`config.mk`:
```
export PLATFORM = sky130hd
export DESIGN_NAME = xnor_descrambler
export DESIGN_NICKNAME = d
export VERILOG_FILES = /design/src/rtl/xnor_descrambler.sv
export SDC_FILE = /design/constraint.sdc
export NUM_CORES = 1
export LEC_CHECK = 0
export CAP_MARGIN = 20
export CORE_MARGIN = 3
export CORE_UTILIZATION = 25
export DETAILED_ROUTE_END_ITERATION = 10
export GPL_TIMING_DRIVEN = 0
export MAX_ROUTING_LAYER = met4
export PLACE_DENSITY_LB_ADDON = 0.12
export SLEW_MARGIN = 20
export SYNTH_ARGS = -nofsm -noshare
export SYNTH_HDL_FRONTEND = slang
export SYNTH_SLANG_ARGS = --single-unit
```
`constraint.sdc`:
```
create_clock -name clk -period 1.55 [get_ports clk]
set_clock_uncertainty 0.2 [all_clocks]
set_input_delay 0.3875 -clock clk [delete_from_list [all_inputs] [get_ports clk]]
set_output_delay 0.3875 -clock clk [all_outputs]
set_load 0.05 [all_outputs]
```
`src/rtl/xnor_descrambler.sv`:
```
// xnor_descrambler: receive-side XNOR descrambler with byte deserialiser.
// Regenerates the 7-bit LFSR key stream from SEED, recovers each accepted bit
// as din XNOR key, packs recovered bits MSB-first into bytes and flags the end
// of a frame after BYTES_PER_FRAME bytes.
// Ports:
//   clk, rst_n      - system clock (rising edge), async active-low reset
//   start           - pulse: reload seed, clear counters, enter RUN
//   din, din_valid  - scrambled serial bit and its qualifier
//   dout_bit(_valid)- recovered bit and one-cycle valid pulse
//   byte_out        - last completed byte (held until the next one)
//   byte_valid      - one-cycle pulse when byte_out updates
//   frame_done      - one-cycle pulse with the frame's last byte_valid
//   busy            - high while in RUN
module xnor_descrambler #(
   parameter logic [6:0]  SEED            = 7'h7F,
   parameter int unsigned BYTES_PER_FRAME = 4
) (
   input  logic       clk,
   input  logic       rst_n,
   input  logic       start,
   input  logic       din,
   input  logic       din_valid,
   output logic       dout_bit,
   output logic       dout_bit_valid,
   output logic [7:0] byte_out,
   output logic       byte_valid,
   output logic       frame_done,
   output logic       busy
);

   localparam int unsigned LFSR_W = 7;
   localparam int unsigned CNT_W  = 8;
   // An all-zero LFSR would lock up, so a zero seed falls back to all-ones.
   localparam logic [LFSR_W-1:0] SEED_EFF  = (SEED == 7'h00) ? 7'h7F : SEED;
   localparam logic [CNT_W-1:0]  LAST_BYTE = CNT_W'(BYTES_PER_FRAME - 1);

   typedef enum logic {
      IDLE = 1'b0,
      RUN  = 1'b1
   } state_t;

   state_t            r_state;
   logic [LFSR_W-1:0] r_lfsr;
   logic [2:0]        r_bit_cnt;
   logic [CNT_W-1:0]  r_byte_cnt;
   logic [6:0]        r_shift;
   logic              r_dout_bit;
   logic              r_dout_bit_valid;
   logic [7:0]        r_byte_out;
   logic              r_byte_valid;
   logic              r_frame_done;

   state_t            w_state_nxt;
   logic [LFSR_W-1:0] w_lfsr_nxt;
   logic [2:0]        w_bit_cnt_nxt;
   logic [CNT_W-1:0]  w_byte_cnt_nxt;
   logic [6:0]        w_shift_nxt;
   logic              w_dout_bit_nxt;
   logic              w_dout_bit_valid_nxt;
   logic [7:0]        w_byte_out_nxt;
   logic              w_byte_valid_nxt;
   logic              w_frame_done_nxt;
   logic              w_accept;
   logic              w_rec;

   // start has priority over a coincident data bit in either state.
   assign w_accept = (r_state == RUN) && din_valid && !start;
   assign w_rec    = din ~^ r_lfsr[LFSR_W-1];

   // Next-state, datapath and output pulse decode.
   always_comb begin
      w_state_nxt          = r_state;
      w_lfsr_nxt           = r_lfsr;
      w_bit_cnt_nxt        = r_bit_cnt;
      w_byte_cnt_nxt       = r_byte_cnt;
      w_shift_nxt          = r_shift;
      w_dout_bit_nxt       = r_dout_bit;
      w_dout_bit_valid_nxt = 1'b0;
      w_byte_out_nxt       = r_byte_out;
      w_byte_valid_nxt     = 1'b0;
      w_frame_done_nxt     = 1'b0;

      if (start) begin
         // Any partial byte is discarded silently.
         w_state_nxt    = RUN;
         w_lfsr_nxt     = SEED_EFF;
         w_bit_cnt_nxt  = 3'd0;
         w_byte_cnt_nxt = '0;
         w_shift_nxt    = '0;
      end else if (w_accept) begin
         w_lfsr_nxt           = {r_lfsr[5:0], r_lfsr[6] ^ r_lfsr[5]};
         w_dout_bit_nxt       = w_rec;
         w_dout_bit_valid_nxt = 1'b1;
         w_shift_nxt          = {r_shift[5:0], w_rec};
         if (r_bit_cnt == 3'd7) begin
            w_bit_cnt_nxt    = 3'd0;
            w_byte_out_nxt   = {r_shift, w_rec};
            w_byte_valid_nxt = 1'b1;
            if (r_byte_cnt == LAST_BYTE) begin
               // LFSR is left as-is; the next frame reloads it on start.
               w_frame_done_nxt = 1'b1;
               w_byte_cnt_nxt   = '0;
               w_state_nxt      = IDLE;
            end else begin
               w_byte_cnt_nxt = r_byte_cnt + CNT_W'(1);
            end
         end else begin
            w_bit_cnt_nxt = r_bit_cnt + 3'd1;
         end
      end
   end

   // State and datapath registers.
   always_ff @(posedge clk or negedge rst_n) begin
      if (!rst_n) begin
         r_state          <= IDLE;
         r_lfsr           <= SEED_EFF;
         r_bit_cnt        <= 3'd0;
         r_byte_cnt       <= '0;
         r_shift          <= '0;
         r_dout_bit       <= 1'b0;
         r_dout_bit_valid <= 1'b0;
         r_byte_out       <= 8'h00;
         r_byte_valid     <= 1'b0;
         r_frame_done     <= 1'b0;
      end else begin
         r_state          <= w_state_nxt;
         r_lfsr           <= w_lfsr_nxt;
         r_bit_cnt        <= w_bit_cnt_nxt;
         r_byte_cnt       <= w_byte_cnt_nxt;
         r_shift          <= w_shift_nxt;
         r_dout_bit       <= w_dout_bit_nxt;
         r_dout_bit_valid <= w_dout_bit_valid_nxt;
         r_byte_out       <= w_byte_out_nxt;
         r_byte_valid     <= w_byte_valid_nxt;
         r_frame_done     <= w_frame_done_nxt;
      end
   end

   assign dout_bit       = r_dout_bit;
   assign dout_bit_valid = r_dout_bit_valid;
   assign byte_out       = r_byte_out;
   assign byte_valid     = r_byte_valid;
   assign frame_done     = r_frame_done;
   assign busy           = (r_state == RUN);

endmodule

```
# Yosys cells after proc, flatten, opt, wreduce, memory -nomap -nowiden
# Cells that the tools add are included.
[op_classes] reduce_logical=10 bitwise_logic=3 add_sub_neg=2 n_mux=24 n_eq_ne=2
[op_table] op="8-bit two-way mux" n=4
[op_table] op="7-bit two-way mux" n=4
[op_table] op="1-bit two-way mux" n=13
[op_table] op="3-bit two-way mux" n=3
[op_table] op="8-bit by 1-bit adder with 8-bit output, second input constant" n=1
[op_table] op="8-bit by 2-bit == test with 1-bit output, second input constant" n=1
[op_table] op="3-bit AND reduction" n=2
[op_table] op="2-bit nonzero test" n=3
[op_table] op="2-bit AND reduction" n=2
[op_table] op="3-bit by 1-bit adder with 3-bit output, second input constant" n=1
[op_table] op="3-bit == test, second input constant" n=1
[op_table] op="1-bit logical AND" n=2
[op_table] op="1-bit zero test" n=1
[op_table] op="1-bit inverter" n=1
[op_table] op="1-bit bitwise XNOR" n=1
[op_table] op="1-bit XOR" n=1
[word_totals] output_inout_bits=13 regBits=38 inputBits=5 word_cells=51

# Logic depth before layout (Yosys ltp)
# Gate-level depths: netlist (run 1).
[depth] word_depth=5 ltp_mapped=7 ltp_nobuf=6

# Worst setup path before layout (run 1)
# OpenSTA, ideal clock, no wires.
[synth_path] path_kind="register to register" start="register r_state, in the netlist busy" end="register r_byte_cnt[7]" arrival_time_ns=1.441 t_required_ns=1.228 period_less_slack_ns=1.763 path_stages_with_launch=6 slack_ns=-0.213 cell_sequence="dfrtp_1 > buf_6 > a31oi_4 > nor4_4 > xnor2_1 > nor2_2"
[synth_via] elab_chain_len=4
[synth_rtl] item="from (decl)" line_no="42" text="state_t r_state;"
[synth_rtl] item="from (signal assigned)" line_no="127" text="r_state <= w_state_nxt;"
[synth_rtl] item="1-bit logical AND (2 in series)" line_no="67" text="assign w_accept = (r_state == RUN) && din_valid && !start;"
[synth_rtl] item="2-bit nonzero test (no line)"
[synth_rtl] item="2-bit AND reduction (no line)"
[synth_rtl] item="to (signal assigned)" line_no="130" text="r_byte_cnt <= w_byte_cnt_nxt;"
[synth_rtl] item="to (decl)" line_no="45" text="logic [CNT_W-1:0] r_byte_cnt;"
# Every way passes these cells.
# A chain may end at the register's enable or synchronous reset.

# Worst setup path after layout (run 1)
[layout_path] start="register r_bit_cnt[1]" end="register r_byte_cnt[7]"
[layout_via] elab_chain_len=3
[layout_rtl] item="from (decl)" line_no="44" text="logic [2:0] r_bit_cnt;"
[layout_rtl] item="from (signal assigned)" line_no="129" text="r_bit_cnt <= w_bit_cnt_nxt;"
[layout_rtl] item="3-bit == test" line_no="95" text="if (r_bit_cnt == 3'd7) begin"
[layout_rtl] item="2-bit nonzero test (no line)"
[layout_rtl] item="2-bit AND reduction (no line)"
# Every way passes these cells.

==> summary by stage, run 1 <==
Floorplan
The region available for standard cell placement spans 6060 um^2. 18 I/O pins were placed. The die covers 7400 um^2. The vertical die dimension is 86.0 um.

The die is 86.0 um wide. The effective utilization at floorplan is 26.4%. The number of standard-cell rows in the floorplan is 28.

CTS
The clock net sink count is 38. The clock slew seen by the registers of the worst setup and hold paths is 0.08 ns. The later pin in the worst-skew pair is clocked with a latency of 0.29 ns.

The H-tree was split into 2 levels. The number of buffers on the longest clock path is 2. Counting the buffers created by CTS gives 5. TritonCTS built the clock tree. Clock tree synthesis selected as its root buffer the cell sky130_fd_sc_hd__clkbuf_8.

Placed design
The routability congestion estimate is 0.712. The instance area at placement is 1890 um^2. The detailed-placement wirelength estimate is 2.15 mm. The minimum setup slack after placement is -0.567 ns. Port buffering added 16 buffers.

Critical path
For the worst flop-to-flop path, the logic depth is 7. The reg-to-reg setup timing slack is -0.08 ns. The peak per-stage delay on the critical path is 0.39 ns. The worst setup path is captured at a flop. Tracing the worst setup path back leads to its startpoint at r_bit_cnt[1]$_DFFE_PN0P_. The worst reg2reg path endpoint is r_byte_cnt[7]$_DFFE_PN0P_.

The type of the setup path with the least slack is flop to flop. The required time reported for the critical path endpoint is 1.53 ns. The critical path capture point is r_byte_cnt[7]$_DFFE_PN0P_. For this design, the slowest cell found on the critical path is sky130_fd_sc_hd__dfrtp_1. The arrival time at the worst endpoint is 1.61 ns.

The signal on the critical path passes through ha_2 > ha_4 > a31oi_4 > buf_6 > nor4_4 > xnor2_1 > nor2_2. Of all nets on the critical path, the largest fanout is 4. The startpoint of the worst-slack reg-to-reg timing path is r_bit_cnt[1]$_DFFE_PN0P_. The worst setup path is launched from a flop.

Logic synthesis
The most used flip-flop cell after synthesis is sky130_fd_sc_hd__dfrtp_1. The synthesized design contains 38 register bits. In the synthesized netlist the async set-or-reset flop fraction comes to 100%. The number of enable-type register cells in the synthesized netlist is 0. Counting distinct cell types in the post-synthesis netlist gives 30. The sequential cell area fraction in the yosys report is 59.9%. In this run the biggest area consumer among cell types represents 48.4% of the synthesized area. Summing every instance area after synthesis gives 1600 um^2. Synthesis produced a netlist with a net count of 147. The biggest area consumer among synthesized cells is sky130_fd_sc_hd__dfrtp_1. The cell count after synthesis is 138. Yosys printed 0 warnings. Averaged over all synthesized cells, the footprint is 11.6 um^2. Ranked by total cell area, the synthesized netlist is headed by sky130_fd_sc_hd__dfrtp_1, sky130_fd_sc_hd__dfstp_2, sky130_fd_sc_hd__nand2_1.

Routing
For this run, design rule violations remaining after detail routing come to 0. For this block, the initial DRC count from the detailed router was 45. The via count is 1,128. For this run, the detailed router's first-pass iteration total came to 4. In the final routed layout, each cell accounts on average for 13.0 um. The routed via count divided by cell count is 4.51. The number of nets still failing antenna checks after routing is 0. The total routed wirelength is 3.25 mm.

Timing
The minimum clock period after layout is 1.63 ns. The achievable clock frequency is 0.615 GHz. The total count of max-transition violations in the final report came to 0. The final count of hold timing violations is 0. Measured against its own limit, the worst slew margin works out to 70.3%. Across all setup checks in the final design, the least slack found is -0.0757 ns. The hold slack is 0.265 ns. The number of setup violations in the final report is 7. Setup repair after global routing could not meet its margin everywhere. Of the available clock period, the critical path in the final layout requires 105%.

For the pin with the worst max-slew slack, the measured transition is 0.445 ns.

Worst hold path
The depth of the worst hold-timing path is 2. The path category of the worst min-delay check is flop to flop.

Layout
After the last flow step, the layout net total stands at 183. The layout overhead on the synthesized area is 29.4%. The antenna diode count is 0.

The fraction of final layout cells with drive strength greater than 1 is 38.9%. For this run, the share of the core covered by cells in the final layout is 34.2%. The final standard cell area without fillers is 2070 um^2. The library cell used most frequently in the layout, excluding fill and tap cells, is sky130_fd_sc_hd__dfrtp_1. In the layout the commonest cells are sky130_fd_sc_hd__dfrtp_1, sky130_fd_sc_hd__nand2_1, sky130_fd_sc_hd__buf_2.

Run status
The checks that failed: setup timing. The flow ran to the end, but the final reports show violations.

Global routing
The largest net degree at the start of global routing is 28. Global routing used 10.2% of the available tracks. The initial antenna violation count is 0.

The wire length of the first global-routing pass is 5.69 mm. Summed over all layers, the global routing overflow is 0. The number of global-route vias before repair is 1,163.

Power
For this design the ratio of total power to cell area is 909 nW/um^2. The standby leakage power is 0.992 nW. The worst vdd rail ir drop is 476 uV.

Job
The number of maximum-capacitance constraint violations is 0.
[repair_timing]
| action | CTS | global route |
|---|---|---|
| setup endpoints to repair | 43 | 27 |
| hold endpoints to repair | 11 | 0 |
| hold buffers | 1 | 0 |
| gates resized for setup | 73 | 15 |
| setup buffers | 9 | 2 |
| cloned | 1 | 0 |
| pin swaps | 8 | 13 |
[cell usage after synthesis, types with 2 or more instances]
cell type,instances
sky130_fd_sc_hd__o22a_1,6
sky130_fd_sc_hd__nor2_1,12
sky130_fd_sc_hd__a31oi_1,2
sky130_fd_sc_hd__a21o_1,2
sky130_fd_sc_hd__inv_2,3
sky130_fd_sc_hd__nand3_1,2
sky130_fd_sc_hd__xor2_1,2
sky130_fd_sc_hd__dfstp_2,7
sky130_fd_sc_hd__a22o_1,9
sky130_fd_sc_hd__dfrtp_1,31
sky130_fd_sc_hd__xnor2_1,5
sky130_fd_sc_hd__buf_2,2
sky130_fd_sc_hd__o21ai_0,2
sky130_fd_sc_hd__a21oi_1,3
sky130_fd_sc_hd__nand2_1,30
sky130_fd_sc_hd__nand3_2,2
sky130_fd_sc_hd__nor3_1,2
sky130_fd_sc_hd__ha_1,4
[through the flow]
step           total power [mW]  cells  setup TNS [ns]
6_report                   1.88    250          -0.333
5_1_grt                    1.98    250           -1.98
4_1_cts                    1.92    248          -0.339
3_5_place_dp               1.20    230          -17.49
3_3_place_gp               1.19    229          -55.17
2_1_floorplan              1.13    138          -0.193
[critical path, delay by kind of cell, from the launching register on]
family,cells,cell delay (ns)
flops,1,0.39
buf+inv,1,0.15
fa+ha+maj,2,0.37
xor+xnor,1,0.18
compound gates,1,0.15
simple gates,2,0.08
[power breakdown]
part / total [mW] / internal, mW / switching, mW / leakage (nW)
sequential: 1.03 / 1.01 / 0.0112 / 0.496
combinational: 0.156 / 0.0532 / 0.103 / 0.448
clock: 0.702 / 0.359 / 0.344 / 0.0482
[sequential cells by signal, indices dropped and copies added (netlist names), 3 cells and up]
signal,flops
byte_out,8
r_bit_cnt,3
r_byte_cnt,8
r_lfsr,7
r_shift,7
[routing by layer]
| metal | up-vias | routed length, um | track usage (%) |
|---|---|---|---|
| met5 | - | 0 | - |
| met4 | 0 | 39 | 3.88 |
| met3 | 4 | 136 | 3.46 |
| met2 | 22 | 1490 | 14.5 |
| met1 | 555 | 1590 | 13.3 |
| li1 | 547 | - | - |
[worst min path at each step]
stage                            startpoint                        end  slack (ns)
CTS                 byte_out[3]$_DFFE_PN0P_    byte_out[3]$_DFFE_PN0P_        0.28
global route        byte_out[3]$_DFFE_PN0P_    byte_out[3]$_DFFE_PN0P_        0.30
detailed placement                    rst_n  r_byte_cnt[5]$_DFFE_PN0P_        0.10
floorplan                             rst_n           busy$_DFFE_PN0P_       -0.11
global placement    byte_out[4]$_DFFE_PN0P_    byte_out[4]$_DFFE_PN0P_        0.26
finish              byte_out[4]$_DFFE_PN0P_    byte_out[4]$_DFFE_PN0P_        0.27
[cells by family (layout without fill, tap and decap cells)]
group | count (synthesis) | in the layout | share of synthesized area, %
simple gates | 53 | 53 | 15.7
flops | 38 | 38 | 59.9
compound gates | 28 | 28 | 14.7
buf+inv | 8 | 45 | 2.73
xor+xnor | 7 | 7 | 3.83
fa+ha+maj | 4 | 4 | 3.13
[cell type report]
| class | instances | area [um^2] |
|---|---|---|
| Tap cell | 75 | 93.8 |
| Clock buffer | 7 | 86.3 |
| Timing Repair Buffer | 29 | 223 |
| Sequential cell | 38 | 962 |
| Clock inverter | 1 | 5.00 |
| Buffer | 4 | 41.3 |
| Inverter | 4 | 15.0 |
| Fill cell | 615 | 3990 |
| Multi-Input combinational cell | 92 | 646 |
Power figures use the tool's default switching activity.
==> inputs of run 2 (changes only) <==
CORE_MARGIN = 8   (was 3)
GPL_TIMING_DRIVEN = not set   (was 0)
SKIP_LAST_GASP = 1   (was not set)
==> summary by stage, run 2 (synthesis results as in run 1) <==
Power
The standby leakage power came to 1.08 nW (was 0.992 nW). The register share of total power is 49.8% (was 54.4%). The switching portion of total power was 23.5% (was 24.3%). The proportion of power drawn by combinational gates is 9.3% (was 8.3%). The net switching power figure is 486 uW (was 458 uW). The sum of internal, switching and leakage power is 2.07 mW (was 1.88 mW). The power density relative to cell area is 871 nW/um^2 (was 909 nW/um^2). The internal power summed over all cells is 1.58 mW (was 1.43 mW). The worst vdd rail ir drop is 670 uV (was 476 uV). The proportion of power drawn by the clock network is 40.9% (was 37.3%).

Routing
The total routed wirelength is 3.35 mm (was 3.25 mm). The DRC marker count from the first detailed-route iteration is 46 (was 45). The via count was 1,159 (was 1,128). The number of design rule violations left after detail routing is 0 (unchanged). The wire length per cell after detailed routing is 12.8 um (was 13.0 um).

The number of nets still failing antenna checks after routing came to 0 (unchanged). The routed via count divided by cell count is 4.42 (was 4.51). The detailed-routing iteration count for the pre-antenna-repair pass is 4 (unchanged).

Worst hold path
The depth of the worst hold-timing path is 2 (unchanged). The path category of the worst min-delay check is flop to flop (unchanged).

Floorplan
The count of pins on the block boundary came to 18 (unchanged). The die outline width is 96.0 um (was 86.0 um). The area of the die is 9220 um^2 (was 7400 um^2).

The number of standard-cell rows in the floorplan is 29 (was 28). The effective utilization at floorplan is 25.5% (was 26.4%). The vertical die dimension is 96.0 um (was 86.0 um). The area of the core is 6280 um^2 (was 6060 um^2).

Layout
The layout overhead on the synthesized area came to 48.4% (was 29.4%). The fraction of final layout cells with drive strength greater than 1 was 41.6% (was 38.9%). The leading cell type in the layout, fill and taps excluded is sky130_fd_sc_hd__dfrtp_1 (unchanged).

The antenna diode count is 0 (unchanged). The count of placed standard cells in the final layout, fillers left out is 262 (was 250). The number of nets in the layout is 193 (was 183). Most frequent cells in the layout: sky130_fd_sc_hd__dfrtp_1, sky130_fd_sc_hd__nand2_1, sky130_fd_sc_hd__buf_4 (was sky130_fd_sc_hd__dfrtp_1, sky130_fd_sc_hd__nand2_1, sky130_fd_sc_hd__buf_2).

Placed design
The total placed cells including tap cells is 247 (was 230). The detailed-placement wirelength estimate is 2.37 mm (was 2.15 mm). The number of input and output port buffers inserted is 17 (was 16). The routability congestion estimate is 0.724 (was 0.712).

CTS
The TritonCTS clock tree is done (unchanged). The total clock buffers created by CTS came to 5 (unchanged). The number of buffers on the longest clock path is 2 (unchanged). The clock latency reported for the late side of the worst-skew pair was 0.29 ns (about the same).

The clock slew seen by the registers of the worst setup and hold paths was 0.08 ns (about the same). The clock net sink count was 38 (unchanged). The H-tree depth is 2 (unchanged).

The library cell used as clock root buffer is sky130_fd_sc_hd__clkbuf_8 (unchanged).

Critical path
The reg-to-reg setup timing slack is -0.10 ns (was -0.08 ns). The critical path startpoint category was a flop (unchanged). The required time reported for the critical path endpoint is 1.53 ns (about the same). The slowest cell on the critical path is sky130_fd_sc_hd__dfrtp_1 (unchanged). The worst-path maximum fanout was 6 (was 4).

The path depth of the worst reg2reg path is 6 (was 7). The arrival time at the worst endpoint is 1.63 ns (was 1.61 ns). Crit-path cells: ha_2 > ha_4 > a31oi_4 > nor3_2 > xnor2_1 > nor2_1 (was ha_2 > ha_4 > a31oi_4 > buf_6 > nor4_4 > xnor2_1 > nor2_2). The peak per-stage delay on the critical path came to 0.40 ns (was 0.39 ns). The type of the setup path with the least slack is flop to flop (unchanged). The kind of end point of the critical path was a flop (unchanged).

Timing
The worst-case headroom to the max-slew limit is 72.4% (was 70.3%). The final count of hold timing violations is 0 (unchanged). The transition time at the pin with the least slew margin was 0.414 ns (was 0.445 ns).

The total count of max-transition violations in the final report was 0 (unchanged). The achievable clock frequency came to 0.606 GHz (was 0.615 GHz). The worst setup slack after layout came to -0.101 ns (was -0.0757 ns).

The minimum clock period after layout is 1.65 ns (was 1.63 ns). RSZ-0062 raised after global routing: yes (unchanged). The period utilization is 107% (was 105%). The number of setup violations in the final report is 17 (was 7).

Global routing
The wire length of the first global-routing pass is 5.44 mm (was 5.69 mm). The remaining global-route overflow came to 0 (unchanged). The global routing usage summed across all routing layers is 7.90% (was 10.2%). The initial antenna violation count came to 0 (unchanged). The largest net degree at the start of global routing came to 19 (was 28). The number of global-route vias before repair came to 1,145 (was 1,163).

Run status
Failing checks: setup timing (unchanged). Result of the run: finished with violations (unchanged).

Job
The number of maximum-capacitance constraint violations came to 0 (unchanged).
==> run 2: worst paths after layout <==
kind,startpoint,endpoint
max,r_bit_cnt[0]$_DFFE_PN0P_,r_byte_cnt[5]$_DFFE_PN0P_
min reg2reg,r_shift[2]$_DFFE_PN0P_,byte_out[3]$_DFFE_PN0P_
min,r_shift[2]$_DFFE_PN0P_,byte_out[3]$_DFFE_PN0P_
max reg2reg,r_bit_cnt[0]$_DFFE_PN0P_,r_byte_cnt[5]$_DFFE_PN0P_
min in group asynchronous,rst_n,r_byte_cnt[3]$_DFFE_PN0P_
max in group asynchronous,rst_n,byte_out[6]$_DFFE_PN0P_
==> run 2: area by class of cell <==
| cell class | instances | area [um^2] |
|---|---|---|
| clock inverter | 3 | 45.0 |
| clock buffer | 5 | 68.8 |
| inverter | 4 | 15.0 |
| fill | 614 | 3900 |
| timing repair buffer | 43 | 537 |
| sequential | 38 | 961 |
| multi-input combinational | 92 | 653 |
| tap | 77 | 96.3 |
==> run 2: power by group through the flow <==
stage               logic [mW]  registers (mW)  clock network (mW)
floorplan               0.0593            1.07                   0
global placement         0.183            1.05                   0
detailed placement       0.184            1.05                   0
CTS                      0.195            1.03               0.877
global route             0.211            1.03               0.921
finish                   0.193            1.03               0.846
==> run 2: per-layer routing <==
| layer | up-vias | share of wire (%) | GRT usage [%] |
|---|---|---|---|
| li1 | 566 | - | - |
| met1 | 576 | 45 | 9.03 |
| met3 | 2 | 4.1 | 2.81 |
| met5 | - | 0 | - |
| met4 | 0 | 0.72 | 3.07 |
| met2 | 15 | 50 | 12.4 |
==> run 2: timing repair <==
| action | 4_1_cts | 5_1_grt |
|---|---|---|
| setup buffers | 3 | 2 |
| pin swaps | 3 | 12 |
| hold endpoints to repair | 8 | 0 |
| endpoints found under the setup margin | 20 | 18 |
| cloned | 0 | 1 |
| resized for setup | 2 | 14 |
| hold buffers | 1 | 0 |
==> run 2: worst max-delay path: cells and delay by family (launching register included) <==
family | cells | cell delay, ns
xor gates and xnor gates | 1 | 0.16
and+or+nand+nor | 2 | 0.14
DFF | 1 | 0.40
AOI/OAI and AO/OA | 1 | 0.26
adders and majority gates | 2 | 0.38
==> run 2: stage by stage <==
stage,setup slack [ns],instance area [um^2],hold slack [ns],util (%),setup TNS (ns)
final,-0.101,2380,0.306,37.9,-1.05
after global routing,-0.202,2380,0.328,37.9,-2.44
after global placement,-0.386,2140,0.140,34.1,-10.74
after CTS,-0.123,2290,0.305,36.5,-0.797
after detailed placement,-0.405,2140,0.143,34.1,-11.36
after floorplan,-0.0511,1630,-0.108,-,-0.193
==> inputs of run 3 (changes only) <==
PLACE_DENSITY = 0.55   (was not set)
PLACE_DENSITY_LB_ADDON = not set   (was 0.12)
==> summary by stage, run 3 (synthesis results as in run 1) <==
Routing
The detailed-route wire length on metal 1 was 1.51 mm (was 1.52 mm). The detailed-routing iteration count for the pre-antenna-repair pass is 4 (unchanged). The number of design rule violations left after detail routing is 0 (unchanged). The via count is 1,142 (was 1,159). The wire length per cell after detailed routing is 12.8 um (about the same). The DRC marker count from the first detailed-route iteration is 65 (was 46).

The total routed wirelength was 3.30 mm (was 3.35 mm). The routed via count divided by cell count is 4.43 (was 4.42). The met3 routed wirelength is 109 um (was 137 um). The highest metal layer with signal wires is met4 (unchanged). The detailed-routed wire length on met2 is 1.65 mm (was 1.67 mm). The number of nets still failing antenna checks after routing was 0 (unchanged).

Global routing
The largest net degree at the start of global routing is 19 (unchanged). The remaining global-route overflow is 0 (unchanged). The global routing usage summed across all routing layers is 8.19% (was 7.90%). The number of global-route vias before repair is 1,177 (was 1,145). The wire length of the first global-routing pass is 5.64 mm (was 5.44 mm). The initial antenna violation count is 0 (unchanged).

Worst hold path
The depth of the worst hold-timing path is 2 (unchanged). The path category of the worst min-delay check is flop to flop (unchanged). The hold-critical path endpoint is byte_out[7]$_DFFE_PN0P_ (was byte_out[3]$_DFFE_PN0P_). The start point of the worst min-delay path is r_shift[6]$_DFFE_PN0P_ (was r_shift[2]$_DFFE_PN0P_).

Layout
The number of nets in the layout is 189 (was 193). The utilization after layout is 37.5% (was 37.9%). The fraction of final layout cells with drive strength greater than 1 is 42.5% (was 41.6%). The leading cell type in the layout, fill and taps excluded is sky130_fd_sc_hd__dfrtp_1 (unchanged).

Most frequent cells in the layout: sky130_fd_sc_hd__dfrtp_1, sky130_fd_sc_hd__nand2_1, sky130_fd_sc_hd__buf_12, sky130_fd_sc_hd__buf_4, sky130_fd_sc_hd__nor2_1 (was sky130_fd_sc_hd__dfrtp_1, sky130_fd_sc_hd__nand2_1, sky130_fd_sc_hd__buf_4). The layout overhead on the synthesized area came to 46.8% (was 48.4%). The antenna diode count is 0 (unchanged).

Critical path
The startpoint of the worst-slack reg-to-reg timing path was r_bit_cnt[0]$_DFFE_PN0P_ (unchanged). The worst reg2reg path endpoint is r_byte_cnt[7]$_DFFE_PN0P_ (was r_byte_cnt[5]$_DFFE_PN0P_). The path depth of the worst reg2reg path is 7 (was 6). The required time reported for the critical path endpoint was 1.53 ns (about the same).

The critical path startpoint category is a flop (unchanged). The kind of end point of the critical path is a flop (unchanged). The type of the setup path with the least slack is flop to flop (unchanged). The arrival time at the worst endpoint came to 1.64 ns (was 1.63 ns). The reg-to-reg setup timing slack is -0.11 ns (was -0.10 ns). The worst-path maximum fanout came to 6 (unchanged).

Floorplan
The effective utilization at floorplan is 25.5% (unchanged). The number of standard-cell rows in the floorplan is 29 (unchanged). The vertical die dimension came to 96.0 um (unchanged).

The count of pins on the block boundary is 18 (unchanged). The die outline width is 96.0 um (unchanged). The area of the core is 6280 um^2 (unchanged). The area of the die is 9220 um^2 (unchanged).

Placed design
The detailed-placement wirelength estimate is 2.39 mm (was 2.37 mm). The number of input and output port buffers inserted is 17 (unchanged). The routability congestion estimate is 0.732 (was 0.724).

Run status
Result of the run: finished with violations (unchanged). Failing checks: setup timing (unchanged).

Job
The number of maximum-capacitance constraint violations is 0 (unchanged).

CTS
The clock latency reported for the late side of the worst-skew pair is 0.29 ns (about the same). The H-tree depth is 2 (unchanged). The total clock buffers created by CTS came to 5 (unchanged). The library cell used as clock root buffer is sky130_fd_sc_hd__clkbuf_8 (unchanged).

The clock slew seen by the registers of the worst setup and hold paths came to 0.08 ns (about the same). The clock net sink count was 38 (unchanged). The number of buffers on the longest clock path is 2 (unchanged). The TritonCTS clock tree was done (unchanged).

Power
The worst vdd rail ir drop is 412 uV (was 670 uV). The power density relative to cell area was 874 nW/um^2 (was 871 nW/um^2). The standby leakage power came to 1.08 nW (about the same).

Timing
The minimum clock period after layout was 1.66 ns (was 1.65 ns). The number of setup violations in the final report came to 14 (was 17). The transition time at the pin with the least slew margin is 0.442 ns (was 0.414 ns). The worst-case headroom to the max-slew limit is 70.5% (was 72.4%). The final count of hold timing violations is 0 (unchanged). The worst setup slack after layout is -0.113 ns (was -0.101 ns). The total negative slack came to -0.645 ns (was -1.05 ns).

The period utilization came to 107% (about the same). The achievable clock frequency is 0.601 GHz (was 0.606 GHz). RSZ-0062 raised after global routing: yes (unchanged).

The total count of max-transition violations in the final report is 0 (unchanged).
==> run 3: changes by cell type in the layout (fill, tap and decap cells not counted), moves of 2 or more <==
cell	previous run	this run
sky130_fd_sc_hd__buf_4	20	16
sky130_fd_sc_hd__clkinvlp_4	2	0
sky130_fd_sc_hd__nand2_4	2	0
sky130_fd_sc_hd__nand2_2	5	8
sky130_fd_sc_hd__clkinv_2	0	2
sky130_fd_sc_hd__buf_12	14	16
==> run 3: per-stage QoR <==
step	instance area (um^2)	power [mW]	hold slack, ns	setup WS, ns	instances
finish	2350	2.05	0.302	-0.113	258
global route	2350	2.15	0.333	-0.192	258
CTS	2300	2.09	0.300	-0.129	257
detailed placement	2150	1.24	0.116	-0.513	247
global placement	2150	1.24	0.105	-0.466	247
floorplan	1630	1.13	-0.108	-0.0511	138
==> run 3: layer usage <==
metal / up-vias / track usage (%)
li1: 557 / -
met1: 566 / 9.70
met2: 14 / 12.3
met3: 5 / 2.73
met4: 0 / 3.84
met5: - / -
==> run 3: how the worst max path moves through the flow <==
stage	slack [ns]	depth (start not counted)	end	from
after floorplan	-0.05	6	r_byte_cnt[7]$_DFFE_PN0P_	r_bit_cnt[0]$_DFFE_PN0P_
after global placement	-0.47	3	r_shift[3]$_DFFE_PN0P_	din_valid
after detailed placement	-0.51	3	r_shift[2]$_DFFE_PN0P_	din_valid
after CTS	-0.13	7	r_byte_cnt[5]$_DFFE_PN0P_	r_bit_cnt[0]$_DFFE_PN0P_
after global routing	-0.19	7	r_byte_cnt[7]$_DFFE_PN0P_	r_bit_cnt[0]$_DFFE_PN0P_
final	-0.11	7	r_byte_cnt[7]$_DFFE_PN0P_	r_bit_cnt[0]$_DFFE_PN0P_
==> run 3: report_power, final <==
group	internal (mW)	switching, mW	total, mW
clock network	0.474	0.349	0.823
registers	1.01	0.0165	1.03
logic	0.0941	0.107	0.201
total	1.58	0.472	2.05
==> run 3: repair_timing <==
action,in CTS,in global routing
hold buffers,1,0
endpoints found under the hold margin,5,0
setup buffers,2,1
pin swaps,6,14
endpoints found under the setup margin,36,18
gates resized for setup,6,13
gates cloned,0,0
==> run 3: worst max-delay path: stages (launching register included) <==
cell and delay (ns):
sky130_fd_sc_hd__dfrtp_1 0.39, sky130_fd_sc_hd__ha_2 0.20, sky130_fd_sc_hd__ha_4 0.18, sky130_fd_sc_hd__a31oi_4 0.18
sky130_fd_sc_hd__buf_12 0.15, sky130_fd_sc_hd__nor4_4 0.04, sky130_fd_sc_hd__xnor2_1 0.17, sky130_fd_sc_hd__nor2_2 0.04
==> run 3: final cells by class <==
cell class | instances | area [um^2]
sequential | 38 | 961
clock inverter | 3 | 40.0
tap | 77 | 96.3
multi-input combinational | 92 | 661
clock buffer | 5 | 68.8
timing repair buffer | 39 | 509
fill | 605 | 3930
inverter | 4 | 15.0
